<file path="src/rtl/membus_arb_if.sv">
// Bus bundle between the four requesters, the core array and membus_arb.
// slave: arbiter view. master: requester/core side view.
interface membus_arb_if;
    logic [3:0]  rq_cyc;
    logic [3:0]  rd_rq;
    logic [3:0]  wr_rq;
    logic [17:0] ma_p0;
    logic [17:0] ma_p1;
    logic [17:0] ma_p2;
    logic [17:0] ma_p3;
    logic [35:0] mb_in_p0;
    logic [35:0] mb_in_p1;
    logic [35:0] mb_in_p2;
    logic [35:0] mb_in_p3;
    logic [3:0]  wr_rs;
    logic [3:0]  addr_ack;
    logic [3:0]  rd_rs;
    logic [35:0] mb_out;
    logic        busy;
    logic [17:0] core_addr;
    logic        core_rd;
    logic        core_we;
    logic [35:0] core_wdata;
    logic [35:0] core_rdata;

    modport slave (
        input  rq_cyc, rd_rq, wr_rq,
        input  ma_p0, ma_p1, ma_p2, ma_p3,
        input  mb_in_p0, mb_in_p1, mb_in_p2, mb_in_p3,
        input  wr_rs, core_rdata,
        output addr_ack, rd_rs, mb_out, busy,
        output core_addr, core_rd, core_we, core_wdata
    );

    modport master (
        output rq_cyc, rd_rq, wr_rq,
        output ma_p0, ma_p1, ma_p2, ma_p3,
        output mb_in_p0, mb_in_p1, mb_in_p2, mb_in_p3,
        output wr_rs, core_rdata,
        input  addr_ack, rd_rs, mb_out, busy,
        input  core_addr, core_rd, core_we, core_wdata
    );
endinterface

</file>
<file path="src/rtl/membus_arb.sv">
// Four-port arbiter sharing one core array, one read/restore/write cycle at a time.
// MEMBUS_ARB_ROTATE_EN selects round-robin arbitration; fixed p0>p1>p2>p3 otherwise.
module membus_arb (
    input  logic         clk,
    input  logic         reset,
    membus_arb_if.slave  bus
);

    localparam int unsigned NP = 4;
    localparam int unsigned PW = 2;
    localparam int unsigned AW = 18;
    localparam int unsigned DW = 36;

    typedef enum logic [2:0] {
        S_IDLE  = 3'd0,
        S_ACK   = 3'd1,
        S_RDW   = 3'd2,
        S_RS    = 3'd3,
        S_WWAIT = 3'd4,
        S_WR    = 3'd5,
        S_REC   = 3'd6
    } state_t;

    state_t          state_q, state_d;
    logic [PW-1:0]   port_q, port_d;
    logic [AW-1:0]   addr_q, addr_d;
    logic            rd_q, rd_d;
    logic            wr_q, wr_d;
    logic [DW-1:0]   buf_q, buf_d;

    logic [NP-1:0]   addr_ack_q, addr_ack_d;
    logic [NP-1:0]   rd_rs_q, rd_rs_d;
    logic [DW-1:0]   mb_out_q, mb_out_d;
    logic            busy_q, busy_d;
    logic [AW-1:0]   core_addr_q, core_addr_d;
    logic            core_rd_q, core_rd_d;
    logic            core_we_q, core_we_d;
    logic [DW-1:0]   core_wdata_q, core_wdata_d;

    logic [NP-1:0]   eligible_c;
    logic [PW-1:0]   grant_c;
    logic            grant_vld_c;
    logic [AW-1:0]   ma_c    [NP];
    logic [DW-1:0]   mb_in_c [NP];

    assign ma_c[0]    = bus.ma_p0;
    assign ma_c[1]    = bus.ma_p1;
    assign ma_c[2]    = bus.ma_p2;
    assign ma_c[3]    = bus.ma_p3;
    assign mb_in_c[0] = bus.mb_in_p0;
    assign mb_in_c[1] = bus.mb_in_p1;
    assign mb_in_c[2] = bus.mb_in_p2;
    assign mb_in_c[3] = bus.mb_in_p3;

    // A cycle request without a read or write flag is not a real request.
    assign eligible_c = bus.rq_cyc & (bus.rd_rq | bus.wr_rq);

`ifdef MEMBUS_ARB_ROTATE_EN
    logic [PW-1:0] ptr_q, ptr_d;
    logic [PW-1:0] cand_c;

    // Search starts one past the last granted port.
    always_comb begin
        grant_c     = '0;
        grant_vld_c = 1'b0;
        cand_c      = '0;
        for (int unsigned k = 0; k < NP; k++) begin
            cand_c = ptr_q + PW'(k) + PW'(1);
            if (!grant_vld_c && eligible_c[cand_c]) begin
                grant_c     = cand_c;
                grant_vld_c = 1'b1;
            end
        end
    end

    assign ptr_d = (state_q == S_IDLE && grant_vld_c) ? grant_c : ptr_q;

    always_ff @(posedge clk or posedge reset) begin
        if (reset) begin
            ptr_q <= PW'(NP - 1);
        end else begin
            ptr_q <= ptr_d;
        end
    end
`else
    always_comb begin
        grant_c     = '0;
        grant_vld_c = 1'b0;
        for (int unsigned k = 0; k < NP; k++) begin
            if (!grant_vld_c && eligible_c[PW'(k)]) begin
                grant_c     = PW'(k);
                grant_vld_c = 1'b1;
            end
        end
    end
`endif

    always_ff @(posedge clk or posedge reset) begin
        if (reset) begin
            state_q <= S_IDLE;
        end else begin
            state_q <= state_d;
        end
    end

    always_comb begin
        state_d = state_q;
        case (state_q)
            S_IDLE:  if (grant_vld_c) state_d = S_ACK;
            S_ACK:   state_d = rd_q ? S_RDW : S_WWAIT;
            S_RDW:   state_d = S_RS;
            S_RS:    state_d = wr_q ? S_WWAIT : S_WR;
            S_WWAIT: if (bus.wr_rs[port_q]) state_d = S_WR;
            S_WR:    state_d = S_REC;
            S_REC:   state_d = S_IDLE;
            default: state_d = S_IDLE;
        endcase
    end

    // Datapath updates follow the current state; outputs are decoded from the
    // next state so every strobe is registered and aligned with its state.
    always_comb begin
        port_d       = port_q;
        addr_d       = addr_q;
        rd_d         = rd_q;
        wr_d         = wr_q;
        buf_d        = buf_q;
        addr_ack_d   = '0;
        rd_rs_d      = '0;
        core_rd_d    = 1'b0;
        core_we_d    = 1'b0;
        mb_out_d     = mb_out_q;
        core_addr_d  = core_addr_q;
        core_wdata_d = core_wdata_q;
        busy_d       = (state_d != S_IDLE);

        case (state_q)
            S_IDLE: begin
                if (grant_vld_c) begin
                    port_d = grant_c;
                    addr_d = ma_c[grant_c];
                    rd_d   = bus.rd_rq[grant_c];
                    wr_d   = bus.wr_rq[grant_c];
                end
            end
            S_RDW:   buf_d = bus.core_rdata;
            S_WWAIT: if (bus.wr_rs[port_q]) buf_d = mb_in_c[port_q];
            default: ;
        endcase

        case (state_d)
            S_ACK: begin
                addr_ack_d  = NP'(1'b1) << port_d;
                core_addr_d = addr_d;
                core_rd_d   = rd_d;
            end
            S_RS: begin
                rd_rs_d  = NP'(1'b1) << port_d;
                mb_out_d = buf_d;
            end
            S_WR: begin
                core_we_d    = 1'b1;
                core_wdata_d = buf_d;
                core_addr_d  = addr_d;
            end
            default: ;
        endcase
    end

    always_ff @(posedge clk or posedge reset) begin
        if (reset) begin
            port_q       <= '0;
            addr_q       <= '0;
            rd_q         <= 1'b0;
            wr_q         <= 1'b0;
            buf_q        <= '0;
            addr_ack_q   <= '0;
            rd_rs_q      <= '0;
            mb_out_q     <= '0;
            busy_q       <= 1'b0;
            core_addr_q  <= '0;
            core_rd_q    <= 1'b0;
            core_we_q    <= 1'b0;
            core_wdata_q <= '0;
        end else begin
            port_q       <= port_d;
            addr_q       <= addr_d;
            rd_q         <= rd_d;
            wr_q         <= wr_d;
            buf_q        <= buf_d;
            addr_ack_q   <= addr_ack_d;
            rd_rs_q      <= rd_rs_d;
            mb_out_q     <= mb_out_d;
            busy_q       <= busy_d;
            core_addr_q  <= core_addr_d;
            core_rd_q    <= core_rd_d;
            core_we_q    <= core_we_d;
            core_wdata_q <= core_wdata_d;
        end
    end

    assign bus.addr_ack   = addr_ack_q;
    assign bus.rd_rs      = rd_rs_q;
    assign bus.mb_out     = mb_out_q;
    assign bus.busy       = busy_q;
    assign bus.core_addr  = core_addr_q;
    assign bus.core_rd    = core_rd_q;
    assign bus.core_we    = core_we_q;
    assign bus.core_wdata = core_wdata_q;

endmodule

</file>
<file path="src/flat_wrapper.sv">
// flat-port wrapper written by rule: the top's interface ports become plain ports
module membus_arb_flat 
  (clk, reset, bus_rq_cyc, bus_rd_rq, bus_wr_rq, bus_ma_p0, bus_ma_p1, bus_ma_p2, bus_ma_p3, bus_mb_in_p0, bus_mb_in_p1, bus_mb_in_p2, bus_mb_in_p3, bus_wr_rs, bus_core_rdata, bus_addr_ack, bus_rd_rs, bus_mb_out, bus_busy, bus_core_addr, bus_core_rd, bus_core_we, bus_core_wdata);
  membus_arb_if bus_i ();
  input  logic clk;
  input  logic reset;
  input wire logic [$bits(bus_i.rq_cyc)-1:0] bus_rq_cyc;
  input wire logic [$bits(bus_i.rd_rq)-1:0] bus_rd_rq;
  input wire logic [$bits(bus_i.wr_rq)-1:0] bus_wr_rq;
  input wire logic [$bits(bus_i.ma_p0)-1:0] bus_ma_p0;
  input wire logic [$bits(bus_i.ma_p1)-1:0] bus_ma_p1;
  input wire logic [$bits(bus_i.ma_p2)-1:0] bus_ma_p2;
  input wire logic [$bits(bus_i.ma_p3)-1:0] bus_ma_p3;
  input wire logic [$bits(bus_i.mb_in_p0)-1:0] bus_mb_in_p0;
  input wire logic [$bits(bus_i.mb_in_p1)-1:0] bus_mb_in_p1;
  input wire logic [$bits(bus_i.mb_in_p2)-1:0] bus_mb_in_p2;
  input wire logic [$bits(bus_i.mb_in_p3)-1:0] bus_mb_in_p3;
  input wire logic [$bits(bus_i.wr_rs)-1:0] bus_wr_rs;
  input wire logic [$bits(bus_i.core_rdata)-1:0] bus_core_rdata;
  output wire logic [$bits(bus_i.addr_ack)-1:0] bus_addr_ack;
  output wire logic [$bits(bus_i.rd_rs)-1:0] bus_rd_rs;
  output wire logic [$bits(bus_i.mb_out)-1:0] bus_mb_out;
  output wire logic [$bits(bus_i.busy)-1:0] bus_busy;
  output wire logic [$bits(bus_i.core_addr)-1:0] bus_core_addr;
  output wire logic [$bits(bus_i.core_rd)-1:0] bus_core_rd;
  output wire logic [$bits(bus_i.core_we)-1:0] bus_core_we;
  output wire logic [$bits(bus_i.core_wdata)-1:0] bus_core_wdata;
  assign bus_i.rq_cyc = bus_rq_cyc;
  assign bus_i.rd_rq = bus_rd_rq;
  assign bus_i.wr_rq = bus_wr_rq;
  assign bus_i.ma_p0 = bus_ma_p0;
  assign bus_i.ma_p1 = bus_ma_p1;
  assign bus_i.ma_p2 = bus_ma_p2;
  assign bus_i.ma_p3 = bus_ma_p3;
  assign bus_i.mb_in_p0 = bus_mb_in_p0;
  assign bus_i.mb_in_p1 = bus_mb_in_p1;
  assign bus_i.mb_in_p2 = bus_mb_in_p2;
  assign bus_i.mb_in_p3 = bus_mb_in_p3;
  assign bus_i.wr_rs = bus_wr_rs;
  assign bus_i.core_rdata = bus_core_rdata;
  assign bus_addr_ack = bus_i.addr_ack;
  assign bus_rd_rs = bus_i.rd_rs;
  assign bus_mb_out = bus_i.mb_out;
  assign bus_busy = bus_i.busy;
  assign bus_core_addr = bus_i.core_addr;
  assign bus_core_rd = bus_i.core_rd;
  assign bus_core_we = bus_i.core_we;
  assign bus_core_wdata = bus_i.core_wdata;
  membus_arb u_core (.clk(clk), .reset(reset), .bus(bus_i));
endmodule
</file>
<file path="config.mk">
export PLATFORM = sky130hd
export DESIGN_NAME = membus_arb_flat
export DESIGN_NICKNAME = d
export VERILOG_FILES = /design/src/rtl/membus_arb_if.sv /design/src/rtl/membus_arb.sv /design/src/flat_wrapper.sv
export SDC_FILE = /design/constraint.sdc
export NUM_CORES = 1
export LEC_CHECK = 0
export CORE_MARGIN = 2
export CORE_UTILIZATION = 23
export CTS_BUF_LIST = sky130_fd_sc_hd__clkbuf_8
export CTS_CLUSTER_SIZE = 10
export DETAILED_ROUTE_END_ITERATION = 6
export PLACE_DENSITY = 0.5
export SYNTH_ARGS = -nofsm -noshare
export SYNTH_HDL_FRONTEND = slang
export SYNTH_SLANG_ARGS = --single-unit
</file>
<file path="constraint.sdc">
create_clock -name clk -period 16.9 [get_ports clk]
set_clock_uncertainty 0.1 [all_clocks]
set_input_delay 3.38 -clock clk [delete_from_list [all_inputs] [get_ports clk]]
set_output_delay 3.38 -clock clk [all_outputs]
set_load 0.005 [all_outputs]
</file>
Yosys cells after proc, flatten, opt, wreduce, memory -nomap -nowiden
Cells that the tools add are included.

word-level totals
  register bits after elaboration = 162
  output and inout bits = 101

cells by class
  order comparisons = 4
  eq/ne operators = 8
  shift operators = 1
  muxes and demuxes = 36
  bitwise logic cells = 4
  reductions and logical operators = 10

operators with widths
  cell                   number
  $mux W36               3
  $bmux W36 S2           1
  $mux W18               4
  $pmux W36 S2           1
  $bmux W18 S2           1
  $pmux W3 S6            1
  $mux W1                13
  $eq A3 B2 Y1 const B   3
  $eq A3 B3 Y1 const B   3
  $mux W3                3
  $mux W2                4
  $mux W4                2
  $bmux W1 S2            3
  $eq A3 B1 Y1 const B   2
  $ge A3 B3 Y1 const B   2
  $lt A2 B3 Y1 const B   2
  $not A2 Y3             2
  $and A4 B4 Y4          1
  $or A4 B4 Y4           1
  $shl A1 B2 Y4 const A  1
  $logic_and A1 B1 Y1    3
  $logic_not A1 Y1       3
  $logic_not A3 Y1       1
  $reduce_bool A3 Y1     1
  2 further kinds        2

Logic depth before layout (Yosys ltp)
Gate-level depths: netlist of the first run.

  depth in word-level cells = 18
  gate-level depth with buffers = 8
  mapped depth without buffers = 6

Least setup slack after synthesis of the first run
No wires, ideal clock.

  kind = input to register
  start point = input bus_wr_rs[3]
  end point = register u_core.core_addr_q[11] (netlist: u_core.bus.core_addr[11])
  arrival = 4.973 ns
  required time = 16.672 ns
  setup slack = 11.700 ns
  stages = 6
  buffers on the path = 1
  cell sequence = mux4_2 > a32oi_1 > and2_1 > nor3_4 > buf_4 > mux2_1

between the ends
  word-level cells in the longest chain between the ends = 6
  elaborated cells on any way between the ends = 7
  those cells by class = eq/ne (2); mux (4); reduce/logical (1)

RTL lines
  what                                                 RTL line            source
  start: declaration                                   flat_wrapper.sv:18  input wire logic [$bits(bus_i.wr_rs)-1:0] bus_wr_rs;
  $bmux W1 S2 *                                        membus_arb.sv:113   S_WWAIT: if (bus.wr_rs[port_q]) state_d = S_WR;
  $mux W1 (implied by the code) *                      membus_arb.sv:113
  $mux W3 *                                            membus_arb.sv:113
  $pmux W3 S6 *                                        membus_arb.sv:108   case (state_q)
  $eq A3 B1 Y1 / $eq A3 B3 Y1 (equally long branches)  membus_arb.sv:151   case (state_d)
  $reduce_or A2 Y1 (no source line) *                  n/a
  end signal: assignment                               membus_arb.sv:195   core_addr_q <= core_addr_d;
  end: declaration                                     membus_arb.sv:35    logic [AW-1:0] core_addr_q, core_addr_d;

Mark *: on every way between the ends. The rest lies on a longest branch, timed or not. The select of a mux whose other input is x is not followed.
A chain may end at the register's enable or synchronous reset.

Final worst setup path of the first run
  start point = input bus_wr_rq[3]
  end point = register u_core.core_addr_q[8] (netlist: u_core.bus.core_addr[8])

between the ends
  word-level cells in the longest chain between the ends = 10
  elaborated cells on any way between the ends = 16
  those cells by class = eq/ne (2); mux (9); bitwise (3); reduce/logical (2)

RTL lines
  what                                          RTL line           source
  start: declaration                            flat_wrapper.sv:9  input wire logic [$bits(bus_i.wr_rq)-1:0] bus_wr_rq;
  $or A4 B4 Y4 *                                membus_arb.sv:56   assign eligible_c = bus.rq_cyc & (bus.rd_rq | bus.wr_rq);
  $and A4 B4 Y4 *                               membus_arb.sv:56
  $logic_and A1 B1 Y1 *                         membus_arb.sv:90   if (!grant_vld_c && eligible_c[PW'(k)]) begin
  $mux W2                                       membus_arb.sv:90
  $not A2 Y3 (implied by the code)              membus_arb.sv:141  addr_d = ma_c[grant_c];
  $bmux W18 S2                                  membus_arb.sv:141
  $mux W18 (implied by the code) (2 in series)  membus_arb.sv:141
  $mux W18                                      membus_arb.sv:139  if (grant_vld_c) begin
  $mux W18                                      membus_arb.sv:137  case (state_q)

Marked as above.

==> impl_metrics.env, run 1 <==
export IMPL_grt_overflow=0
export IMPL_holdPathStages=1
export IMPL_cp_data_required_time_ns=17.14
export IMPL_clkTransAtPathRegs_ns=0.08
export IMPL_worst_pin_slew_ns=0.9282
export IMPL_global_route_usage_total_pct=15.41
export IMPL_dpl_worst_slack_ns=10.32
export IMPL_critical_path_max_stage_delay_ns=0.78
export IMPL_crit_path_start_kind="primary input"
export IMPL_fin_total_pwr_mw=2.016
export IMPL_h_tree_depth=4
export IMPL_outcome="completed"
export IMPL_cts_tree="built"
export IMPL_rows=68
export IMPL_synth_top_family_by_area="multiplexers"
export IMPL_layout_commonest_cell="clkdlybuf4s50_1"
export IMPL_synth_top_area_share_pct=51.00
export IMPL_synth_nets=956
export IMPL_clock_sinks=162
export IMPL_fp_dieH_um=189.9
export IMPL_p_leak_nw=4.940
export IMPL_hold_end="u_core.bus.core_addr[12]"
export IMPL_period_share_pct=36.07
export IMPL_synth_area_mux_share_pct=22.81
export IMPL_wirelength_um=28180
export IMPL_critPathKind="primary input to register"
export IMPL_fp_dieW_um=189.9
export IMPL_antenna_found_initial=0
export IMPL_synth_distinct_cells=38
export IMPL_nets=1296
export IMPL_wire_per_inst_um=18.86
export IMPL_max_cap_viol_count=0
export IMPL_fin_crit_ns=6.096
export IMPL_synth_seq_cells=162
export IMPL_drv_slew=0
export IMPL_yosysWarnings=0
export IMPL_peakVddDrop_v=0.00009187
export IMPL_avgViaCountPerCell=4.641
export IMPL_r2r_start="u_core.state_q[1]"
export IMPL_setup_viol=0
export IMPL_drive_gt1_share_pct=13.67
export IMPL_cpMaxStageDelayCell="nor3_4"
export IMPL_synth_main_ff_cell="dfrtp_1"
export IMPL_max_slew_margin_pct=37.92
export IMPL_hp_class="register to register"
export IMPL_synthCells=686
export IMPL_clk_path_buf_depth=2
export IMPL_initial_utilization_pct=23.18
export IMPL_vias=6934
export IMPL_async_reset_ff_share_pct=100.0
export IMPL_yosys_area_share_xor_xnor_pct=0
export IMPL_r2r_end="u_core.bus.core_wdata[19]"
export IMPL_yosysSeqAreaShare_pct=51.00
export IMPL_cp_cell_sequence="clkdlybuf4s50_1 -> o21a_1 -> o41ai_4 -> and2_1 -> nor3_4 -> mux2_2"
export IMPL_netlist_area_um2=7949
export IMPL_drt_initial_drc_count=282
export IMPL_rr_worst_depth=5
export IMPL_grt_pass1_wl_um=42190
export IMPL_worst_ep_arrival_time_ns=6.33
export IMPL_fill_cells=3441
export IMPL_dieArea_um2=36060
export IMPL_cts_setup_buffers=0
export IMPL_ant_nets=0
export IMPL_hold_buffers=0
export IMPL_fin_setup_tns_ns=0
export IMPL_synth_adder_area_share_pct=0
export IMPL_fmax_mhz=164.0
export IMPL_pin_count=371
export IMPL_cts_buffers=17
export IMPL_cp_end_kind="register"
export IMPL_core_area_um2=34290
export IMPL_worstHoldStart="u_core.bus.core_addr[12]"
export IMPL_holdWs_ns=0.4008
export IMPL_r2r_setup_slack_ns=13.64
export IMPL_yosys_area_share_simple_pct=6.879
export IMPL_synth_area_leaders="dfrtp_1, mux4_2, mux2_2"
export IMPL_synth_edf_count=0
export IMPL_dp_final_hpwl_um=20870
export IMPL_fin_util_pct=36.39
export IMPL_cts_root_buf="clkbuf_8"
export IMPL_p_per_area_nw_per_um2=161.6
export IMPL_antenna_cells=0
export IMPL_synth_area_per_cell_um2=11.59
export IMPL_worstSkewPairLatency_ns=0.46
export IMPL_rsz0062_at_grt="no"
export IMPL_synth_compound_area_share_pct=16.04
export IMPL_hold_viol_final=0
export IMPL_area_growth_pct=56.98
export IMPL_grt_start_max_net_pins=93
export IMPL_drc=0
export IMPL_numPortBuffers=370
export IMPL_grt_pass1_vias=7230
export IMPL_synth_area_leader_cell="dfrtp_1"
export IMPL_fin_ws_ns=10.80
export IMPL_cts_resized=0
export IMPL_final_cell_mix="clkdlybuf4s50_1, dfrtp_1, nor2_1, a21oi_1, a31oi_1"
export IMPL_cp_max_fo=20
export IMPL_place_gp_congestion=0.8301
export IMPL_firstDrtPassIters=5
## cell families (layout without fill, tap and decap cells)
logic type	after synthesis	count (layout)
compound gates	202	202
flops	162	162
simple gates	132	132
mux	128	128
buf+inv	62	415
## registers in the layout, indices dropped and copies added, names as in the netlist, 2 cells and up
signal                 flops
u_core.buf_q              36
u_core.bus.core_wdata     36
u_core.bus.mb_out         36
u_core.addr_q             18
u_core.bus.core_addr      18
u_core.bus.addr_ack        4
u_core.bus.rd_rs           4
u_core.state_q             3
u_core.port_q              2
## per-stage QoR
| stage | instance area (um^2) | std cells |
|---|---|---|
| after floorplan | 7949 | 686 |
| after global placement | 12070 | 1462 |
| after detailed placement | 12070 | 1462 |
| after CTS | 12480 | 1494 |
| after global routing | 12480 | 1494 |
| final | 12480 | 1494 |
## worst max-delay path, delay by kind of cell
kind            cells  cell delay, ns
simple gates        2            1.02
compound gates      2            0.97
buf+inv             1            0.53
mux                 1            0.41
## metal layers
layer	vias to the layer above	track usage, %	routed length [um]
li1	3240	-	-
met1	3340	18.55	11420
met2	332	25.81	13240
met3	22	5.995	3185
met4	0	3.876	337
met5	-	0	0
## power by group
| part | internal [mW] | switching [mW] |
|---|---|---|
| clock network | 0.138 | 0.156 |
| registers | 0.582 | 0.0872 |
| logic | 0.572 | 0.480 |
| total | 1.29 | 0.724 |
## worst max-delay path by stage
stage                                     to    startpoint  slack, ns  depth (start not counted)
floorplan                   u_core.addr_q[0]         reset       9.04                          1
global placement    u_core.bus.core_addr[14]  bus_wr_rq[3]      10.34                          6
detailed placement  u_core.bus.core_addr[13]  bus_wr_rq[3]      10.32                          6
CTS                  u_core.bus.core_addr[8]  bus_wr_rq[3]      10.85                          6
global route         u_core.bus.core_addr[9]  bus_wr_rq[3]      10.73                          6
finish               u_core.bus.core_addr[8]  bus_wr_rq[3]      10.80                          6
## cells in the mapped netlist, drive strengths merged, types with 5 or more instances
| library cell | number |
|---|---|
| o22a | 17 |
| nand3 | 6 |
| dfrtp | 162 |
| mux4 | 37 |
| o21a | 5 |
| o21ai | 27 |
| mux2i | 36 |
| a21oi | 72 |
| buf | 26 |
| mux2 | 55 |
| a31oi | 54 |
| nor2 | 108 |
| a22oi | 17 |
| nand2 | 5 |
| nor3 | 6 |
| clkbuf | 34 |
## area by class of cell
| type | instances | area (um^2) | area share, % |
|---|---|---|---|
| Multi-Input combinational cell | 462 | 3650 | 29.25 |
| Inverter | 2 | 12.51 | 0.1003 |
| Clock buffer | 18 | 247.7 | 1.985 |
| Clock inverter | 14 | 156.4 | 1.253 |
| Sequential cell | 162 | 4056 | 32.51 |
| Timing Repair Buffer | 381 | 3786 | 30.34 |
| Tap cell | 455 | 569.3 | 4.562 |
Power figures use the tool's default switching activity.
==> inputs of run 2 (changes only) <==
--- a/config.mk
+++ b/config.mk
@@ -10,7 +10,7 @@
 export CTS_BUF_LIST = sky130_fd_sc_hd__clkbuf_8
 export CTS_CLUSTER_SIZE = 10
 export DETAILED_ROUTE_END_ITERATION = 6
-export PLACE_DENSITY = 0.5
+export PLACE_DENSITY = 0.52
 export SYNTH_ARGS = -nofsm -noshare
 export SYNTH_HDL_FRONTEND = slang
 export SYNTH_SLANG_ARGS = --single-unit
==> constraint.sdc (replaced) <==
create_clock -name clk -period 5.1 [get_ports clk]
set_clock_uncertainty 0.1 [all_clocks]
set_input_delay 1.02 -clock clk [delete_from_list [all_inputs] [get_ports clk]]
set_output_delay 1.02 -clock clk [all_outputs]
set_load 0.005 [all_outputs]
==> impl_metrics.env, run 2 (synthesized netlist as in run 1, its figures left out) <==
export IMPL_drc=0
export IMPL_design_area_um2=12560
export IMPL_critical_path_max_stage_delay_ns=0.76
export IMPL_drive_gt1_share_pct=14.01
export IMPL_critPathKind="primary input to register"
export IMPL_grt_start_max_net_pins=163
export IMPL_ant_nets=0
export IMPL_fp_dieW_um=189.9
export IMPL_vias=6981
export IMPL_cp_end_kind="register"
export IMPL_avgViaCountPerCell=4.663
export IMPL_grt_overflow=0
export IMPL_dp_final_hpwl_um=20750
export IMPL_fmax_mhz=294.0
export IMPL_fin_setup_tns_ns=0
export IMPL_nets=1299
export IMPL_antenna_cells=0
export IMPL_clock_sinks=162
export IMPL_global_route_usage_total_pct=15.83
export IMPL_period_share_pct=66.69
export IMPL_max_slew_margin_pct=34.22
export IMPL_cpMaxStageDelayCell="o21a_1"
export IMPL_initial_utilization_pct=23.18
export IMPL_cp_max_fo=21
export IMPL_cts_resized=0
export IMPL_cts_tree="built"
export IMPL_final_cell_mix="clkdlybuf4s50_1, dfrtp_1, nor2_1, a21oi_1, a31oi_1"
export IMPL_place_area_um2=12120
export IMPL_rows=68
export IMPL_place_gp_congestion=0.8590
export IMPL_fin_util_pct=36.63
export IMPL_drt_initial_drc_count=310
export IMPL_firstDrtPassIters=5
export IMPL_worst_pin_slew_ns=0.9867
export IMPL_p_leak_nw=4.974
export IMPL_hold_viol_final=0
export IMPL_clk_path_buf_depth=2
export IMPL_p_per_area_nw_per_um2=541.8
export IMPL_fin_crit_ns=3.401
export IMPL_hp_class="register to register"
export IMPL_peakVddDrop_v=0.0002366
export IMPL_dieArea_um2=36060
export IMPL_max_cap_viol_count=0
export IMPL_fill_cells=3427
export IMPL_cts_root_buf="clkbuf_8"
export IMPL_setup_viol=0
export IMPL_dpl_worst_slack_ns=1.195
export IMPL_layout_commonest_cell="clkdlybuf4s50_1"
export IMPL_cts_setup_buffers=0
export IMPL_fp_dieH_um=189.9
export IMPL_wire_per_inst_um=19.21
export IMPL_outcome="completed"
export IMPL_rsz0062_at_grt="no"
export IMPL_crit_path_start_kind="primary input"
export IMPL_numPortBuffers=370
export IMPL_holdWs_ns=0.4046
export IMPL_hold_buffers=0
export IMPL_cp_data_required_time_ns=5.36
export IMPL_antenna_found_initial=1
export IMPL_h_tree_depth=4
export IMPL_core_area_um2=34290
export IMPL_grt_pass1_vias=7188
export IMPL_fin_ws_ns=1.699
export IMPL_worst_ep_arrival_time_ns=3.66
export IMPL_wirelength_um=28760
export IMPL_cts_buffers=17
export IMPL_grt_pass1_wl_um=43620
export IMPL_worstSkewPairLatency_ns=0.46
export IMPL_drv_slew=0
export IMPL_area_growth_pct=57.99
export IMPL_clkTransAtPathRegs_ns=0.10
export IMPL_pin_count=371
export IMPL_cp_cell_sequence="clkdlybuf4s50_1 -> o21a_1 -> o41ai_4 -> and2_1 -> nor3_4 -> buf_4 -> mux2_2"
## run 2: cell types whose count changed in the layout (fill, tap and decap cells not counted), sizes merged
cell    change
buf         +3
bufinv      +1
clkinv      -3
inv         +2
## run 2: path summary, 6_finish.rpt
kind	slack [ns]	depth (start not counted)	to	from
max	1.70	7	u_core.bus.core_addr[2]	bus_wr_rq[1]
min	0.40	1	u_core.bus.core_addr[1]	u_core.bus.core_addr[1]
max reg2reg	2.57	7	u_core.bus.core_addr[2]	u_core.state_q[2]
min reg2reg	0.40	1	u_core.bus.core_addr[1]	u_core.bus.core_addr[1]
max in group asynchronous	3.09	3	u_core.rd_q	reset
min in group asynchronous	1.02	3	u_core.bus.mb_out[26]	reset
## run 2: stage by stage
stage	power (mW)	cells
after CTS	6.925	1497
after detailed placement	5.821	1465
after floorplan	4.214	686
final	6.805	1497
after global routing	7.324	1497
after global placement	5.787	1465
## run 2: area by class of cell
cell class                 instances  area [um^2]  share of cell area [%]
clock buffer                      18        247.7                   1.973
clock inverter                    14        190.2                   1.514
inverter                           2        11.26                 0.08967
multi-input combinational        462         3650                   29.06
sequential                       162         4056                   32.30
tap                              455        569.3                   4.533
timing repair buffer             384         3834                   30.53
## run 2: layer usage
metal	wire length, um	vias up	track usage [%]
met2	13140	316	25.24
li1	-	3251	-
met1	12060	3392	19.83
met3	3188	20	6.272
met4	352	2	4.472
met5	13	-	0
## run 2: power breakdown
group	switching [mW]	internal (mW)
clock	0.555	0.516
sequential	0.283	1.93
combinational	1.60	1.93
total	2.44	4.37
## run 2: worst max-delay path, delay by kind of cell
kind	cells	cell delay, ns
compound gates	2	1.02
simple gates	2	0.42
mux	1	0.37
buf+inv	2	0.81
==> variant 1: new RTL, settings of run 2 <==
Re-encode `state_t` (7 states) as one-hot, 7 bits wide.
--- a/src/rtl/membus_arb.sv
+++ b/src/rtl/membus_arb.sv
@@ -12,12 +12,12 @@
     localparam int unsigned DW = 36;
 
-    typedef enum logic [2:0] {
-        S_IDLE  = 3'd0,
-        S_ACK   = 3'd1,
-        S_RDW   = 3'd2,
-        S_RS    = 3'd3,
-        S_WWAIT = 3'd4,
-        S_WR    = 3'd5,
-        S_REC   = 3'd6
+    typedef enum logic [6:0] {
+        S_IDLE  = 7'b0000001,
+        S_ACK   = 7'b0000010,
+        S_RDW   = 7'b0000100,
+        S_RS    = 7'b0001000,
+        S_WWAIT = 7'b0010000,
+        S_WR    = 7'b0100000,
+        S_REC   = 7'b1000000
     } state_t;
 
Formal check against the unedited RTL: no difference found for any inputs over 4 cycles, from zero or initial values and one cycle with reset high; so few cycles prove little.
==> variant 1 against run 2 <==
The run now ends with design-rule violations left. Routed wire length up 14%. First-iteration DRC count up 33%. Power down 10%. Synthesized area up 4.9%. Sequential cell count up 4. Cell area up 2.9%. Worst setup slack worse by 230 ps. Die area up 4.8%.
==> variant 1: results (changes against run 2) <==
Status -> complete, but fails checks
Violated checks -> design-rule violations
Wirelength per Cell -> 20.2 microns (+5.0%)
Logic inverters -> 7 (+5)
Share of layout cells above drive strength 1 -> 9.22% (-4.8 points)
Initial antenna violation count -> 1 (unchanged)
CP Launch Point -> bus_wr_rq[3]
DR pass1 iterations -> 7 (+2)
Worst Min Path Start -> u_core.bus.mb_out[8]
Largest net degree at the start of global routing -> 89 (-45%)
Dpl hpwl -> 23100 microns (+12%)
Fin. max-slew vios -> 0 (unchanged)
DRT iter0 DRCs -> 412 (+33%)
Synthesized Nets -> 1080 (+13%)
Sequential fraction of the synthesis area -> 49.8% (-1.2 points)
ANT cells -> 1 (+1)
Nonclk buf count -> 390 (+1.6%)
Multi-input gate area -> 3850 sq um (+5.5%)
Distinct cells, synth -> 48 (+26%)
Vias in the first global route -> 8436 (+17%)
Clkbuf count -> 17 (-1)
Via count -> 7980 (+14%)
Flop-to-flop setup slack -> 2200 ps (-370 ps)
First-pass GRT wire length -> 50900 microns (+17%)
WHS Endpoint -> u_core.bus.mb_out[8]
GP Congestion -> 0.777 (-9.5%)
Critical Path AT -> 3880 ps (+220 ps)
Leak -> 5.28 nW (+6.2%)
Non-clock buffer share -> 30.0% (-0.53 points)
IR drop worst, VDD -> 251 uV (+5.9%)
Sequential cell count -> 166 (+2.5%)
Worst Path Max Fanout -> 22 (+4.8%)
Hold WC Path Type -> reg -> reg
Clock Path Buffers -> 2 (unchanged)
# nets final -> 1417 (+9.1%)
Reg2reg path depth -> 5 (-2)
Top post-synthesis cells by area -> dfrtp_1, mux4_2, nand2_1
Residual DRC count -> 13 (+13)
Post-CTS Setup Repair Bufs -> 0 (unchanged)
Multi-In Gates -> 565 (+22%)
Crit share post-route -> 71.1% (+4.4 points)
Worst slack at placement -> 1070 ps (-121 ps)
Least-Margin Pin Slew -> 1130 ps (+144 ps)
Fillcell total -> 3620 (+5.6%)
Top cells by count, synth -> dfrtp_1, nand2_1, nand3_1
Reg-to-reg critical path endpoint -> u_core.bus.core_wdata[29]
Hold Path Cell Cnt -> 2 (+1)
Post-synth EDFFs -> 0 (unchanged)
Clock-cell share of area -> 3.34% (-0.15 points)
variant 1: cell count changes after synthesis, sizes merged, moves of 26 or more:
cell	before	now
mux2	55	0
nor3	6	32
nand2	5	144
nand3	6	54
mux2i	36	0
nor2	108	28
variant 1: report_power, final:
part / switching (mW) / internal [mW]
logic: 1.26 / 1.57
registers: 0.305 / 1.89
clock network: 0.632 / 0.428
total: 2.20 / 3.89
variant 1: per-layer routing:
layer / global-route usage, % / share of wire [%] / up-vias
li1: - / - / 3712
met1: 22.0 / 44 / 4001
met2: 29.6 / 50 / 237
met3: 3.89 / 4.9 / 30
met4: 4.67 / 1.8 / 0
met5: 0 / 0 / -
variant 1: stage by stage:
| stage | total power, mW | utilization, % | area (sq um) | hold slack (ps) | std cells |
|---|---|---|---|---|---|
| 6_report | 6.09 | 36.3 | 12900 | 385 | 1622 |
| 5_1_grt | 6.56 | 36.3 | 12900 | 412 | 1622 |
| 2_1_floorplan | 3.66 | - | 8340 | 361 | 810 |
| 4_1_cts | 6.20 | 36.3 | 12900 | 392 | 1621 |
| 3_3_place_gp | 5.08 | 35.0 | 12500 | 358 | 1589 |
| 3_5_place_dp | 5.11 | 35.0 | 12500 | 362 | 1589 |
variant 1: kinds of logic (layout without fill, tap and decap cells):
group / count (synthesis) / in the layout / synth area share, %
compound gates: 228 / 228 / 19.2
xor+xnor: 1 / 1 / 0.105
buf+inv: 79 / 429 / 4.38
flops: 166 / 166 / 49.8
mux: 37 / 37 / 9.99
other cells: 0 / 1 / 0
simple gates: 299 / 299 / 16.5
variant 1: critical path, stage by stage:
cell             delay [ps]
clkdlybuf4s50_1         440
o21a_1                  540
nor4_2                  990
buf_4                   360
o21ai_0                 190
a211oi_1                330
==> variant 2: new RTL, settings of run 2 <==
Made on the original files. Add a define of `MEMBUS_ARB_ROTATE_EN`.
--- a/src/rtl/membus_arb.sv
+++ b/src/rtl/membus_arb.sv
@@ -1,4 +1,6 @@
 // Four-port arbiter sharing one core array, one read/restore/write cycle at a time.
 // MEMBUS_ARB_ROTATE_EN selects round-robin arbitration; fixed p0>p1>p2>p3 otherwise.
+`define MEMBUS_ARB_ROTATE_EN
+
 module membus_arb (
     input  logic         clk,
Formal check against the unedited RTL: not equivalent (a bounded check fails within 10 cycles, from zero or initial values and one cycle with reset high).
==> variant 2 against run 2 <==
Highest routed layer unchanged. Sequential cell count is 2 higher. Cell area is 0.14% lower. Power is 3.0% higher. Die area is 0.11% higher. Routed wire length is 4.9% lower. Worst hold slack lost 25 ps. Synthesized area up 0.11%. Worst setup slack improved by 13 ps.
==> variant 2: results (changes against run 2) <==
Status -> finished, final reports clean
Largest net degree at the start of global routing -> 165 (+1.2%)
Flop-to-flop setup slack -> 2140 ps (-430 ps)
Synthesized Nets -> 936 (-2.1%)
Dpl hpwl -> 20200 microns (-2.7%)
IR drop worst, VDD -> 243 uV (+2.5%)
Yosys warnings -> 0 (unchanged)
Port Buf Inserts -> 370 (unchanged)
ANT cells -> 0 (unchanged)
Seq. cell area -> 4110 sq um (+1.4%)
GP Congestion -> 0.793 (-7.7%)
Final hold viol count -> 0 (unchanged)
Sequential fraction of the synthesis area -> 51.6% (+0.60 points)
Top cells by count, synth -> dfrtp_1, nand2_1, o21ai_0
Post-synthesis mux area share -> 25.7% (+2.9 points)
Leak -> 5.52 nW (+11%)
Distinct cells, synth -> 40 (+5.3%)
Crit-path slowest cell -> and3_2
DRT iter0 DRCs -> 202 (-35%)
Relative slew slack -> 31.5% (-2.7 points)
Gates resized, CTS repair -> 0 (unchanged)
Vias in the first global route -> 6912 (-3.8%)
# nets final -> 1290 (-0.69%)
H-tree levels -> 4 (unchanged)
Wirelength per Cell -> 18.4 microns (-4.3%)
Post-Synth Adder-Cell Area -> 0% (unchanged)
Top post-synthesis cells by area -> dfrtp_1, mux4_2, mux2i_1
Gr usage total -> 14.8% (-1.0 points)
Post-synth EDFFs -> 0 (unchanged)
Worst Path Max Fanout -> 26 (+24%)
Fillcell total -> 3438 (+0.32%)
Clk pin slew, worst setup/hold paths -> 80 ps (-20 ps)
CP max stage delay -> 680 ps (-80 ps)
Cell area after placement -> 12100 sq um (-0.19%)
Via/cell ratio -> 4.41 (-5.5%)
CTS root buffer -> clkbuf_8
Synth Area in XOR/XNOR -> 0% (unchanged)
Share of layout cells above drive strength 1 -> 12.9% (-1.1 points)
DR pass1 iterations -> 4 (-1)
Post-CTS Setup Repair Bufs -> 0 (unchanged)
First-pass GRT wire length -> 40600 microns (-7.0%)
Clock Path Buffers -> 2 (unchanged)
Synth Area in Compound Gates -> 9.07% (-7.0 points)
[variant 2: cell count changes in the layout (fill, tap and decap cells not counted), moves of 15 or more]
cell,change
nor2_1,-93
a31oi_1,-53
mux2_2,-37
a21oi_1,-71
nand2_1,+146
mux2i_1,+25
o21ai_0,+40
mux2_4,+29
a22oi_1,-15
[variant 2: cells by family after synthesis]
family,Yosys count
flip-flops,164
AO/OA/AOI/OAI,116
AND/OR/NAND/NOR,194
multiplexers,142
buffers and inverters,50
[variant 2: final timing paths]
path                                            start                        end  cells past startpoint
worst max-delay path                     bus_wr_rq[2]    u_core.bus.core_addr[2]                      8
worst min-delay path            u_core.bus.mb_out[10]      u_core.bus.mb_out[10]                      2
worst max register to register       u_core.port_q[0]  u_core.bus.core_wdata[32]                      6
worst min register to register  u_core.bus.mb_out[10]      u_core.bus.mb_out[10]                      2
max in group asynchronous                       reset           u_core.port_q[0]                      3
min in group asynchronous                       reset   u_core.bus.core_addr[14]                      3
[variant 2: layout make-up]
| class | count | area share [%] |
|---|---|---|
| Timing Repair Buffer | 379 | 30.2 |
| Clock inverter | 13 | 1.45 |
| Sequential cell | 164 | 32.8 |
| Tap cell | 455 | 4.54 |
| Multi-Input combinational cell | 452 | 28.8 |
| Clock buffer | 19 | 2.09 |
| Inverter | 6 | 0.210 |
[variant 2: critical path, delay by kind of cell]
| family | cells | cell delay (ps) |
|---|---|---|
| and+or+nand+nor | 1 | 680 |
| buffers and inverters | 2 | 810 |
| muxes | 1 | 360 |
| AOI/OAI and AO/OA | 4 | 710 |
[variant 2: per-stage QoR]
step | hold slack (ps) | worst slack, ps | std cells | power (mW)
2_1_floorplan | 356 | 1900 | 666 | 4.46
5_1_grt | 403 | 1540 | 1488 | 7.53
6_report | 379 | 1710 | 1488 | 7.01
3_5_place_dp | 362 | 1210 | 1456 | 6.02
3_3_place_gp | 358 | 1290 | 1456 | 5.99
4_1_cts | 383 | 1730 | 1488 | 7.14
[variant 2: report_power, final]
group | internal (mW) | switching (mW) | total [mW]
sequential | 1.96 | 0.323 | 2.28
combinational | 2.02 | 1.63 | 3.65
clock | 0.560 | 0.523 | 1.08
total | 4.53 | 2.48 | 7.01
[variant 2: metal layers]
metal	global-route usage (%)	part of all wire [%]
met3	5.18	10
met4	3.46	1.3
met5	0	0.048
met2	25.0	47
met1	18.1	41
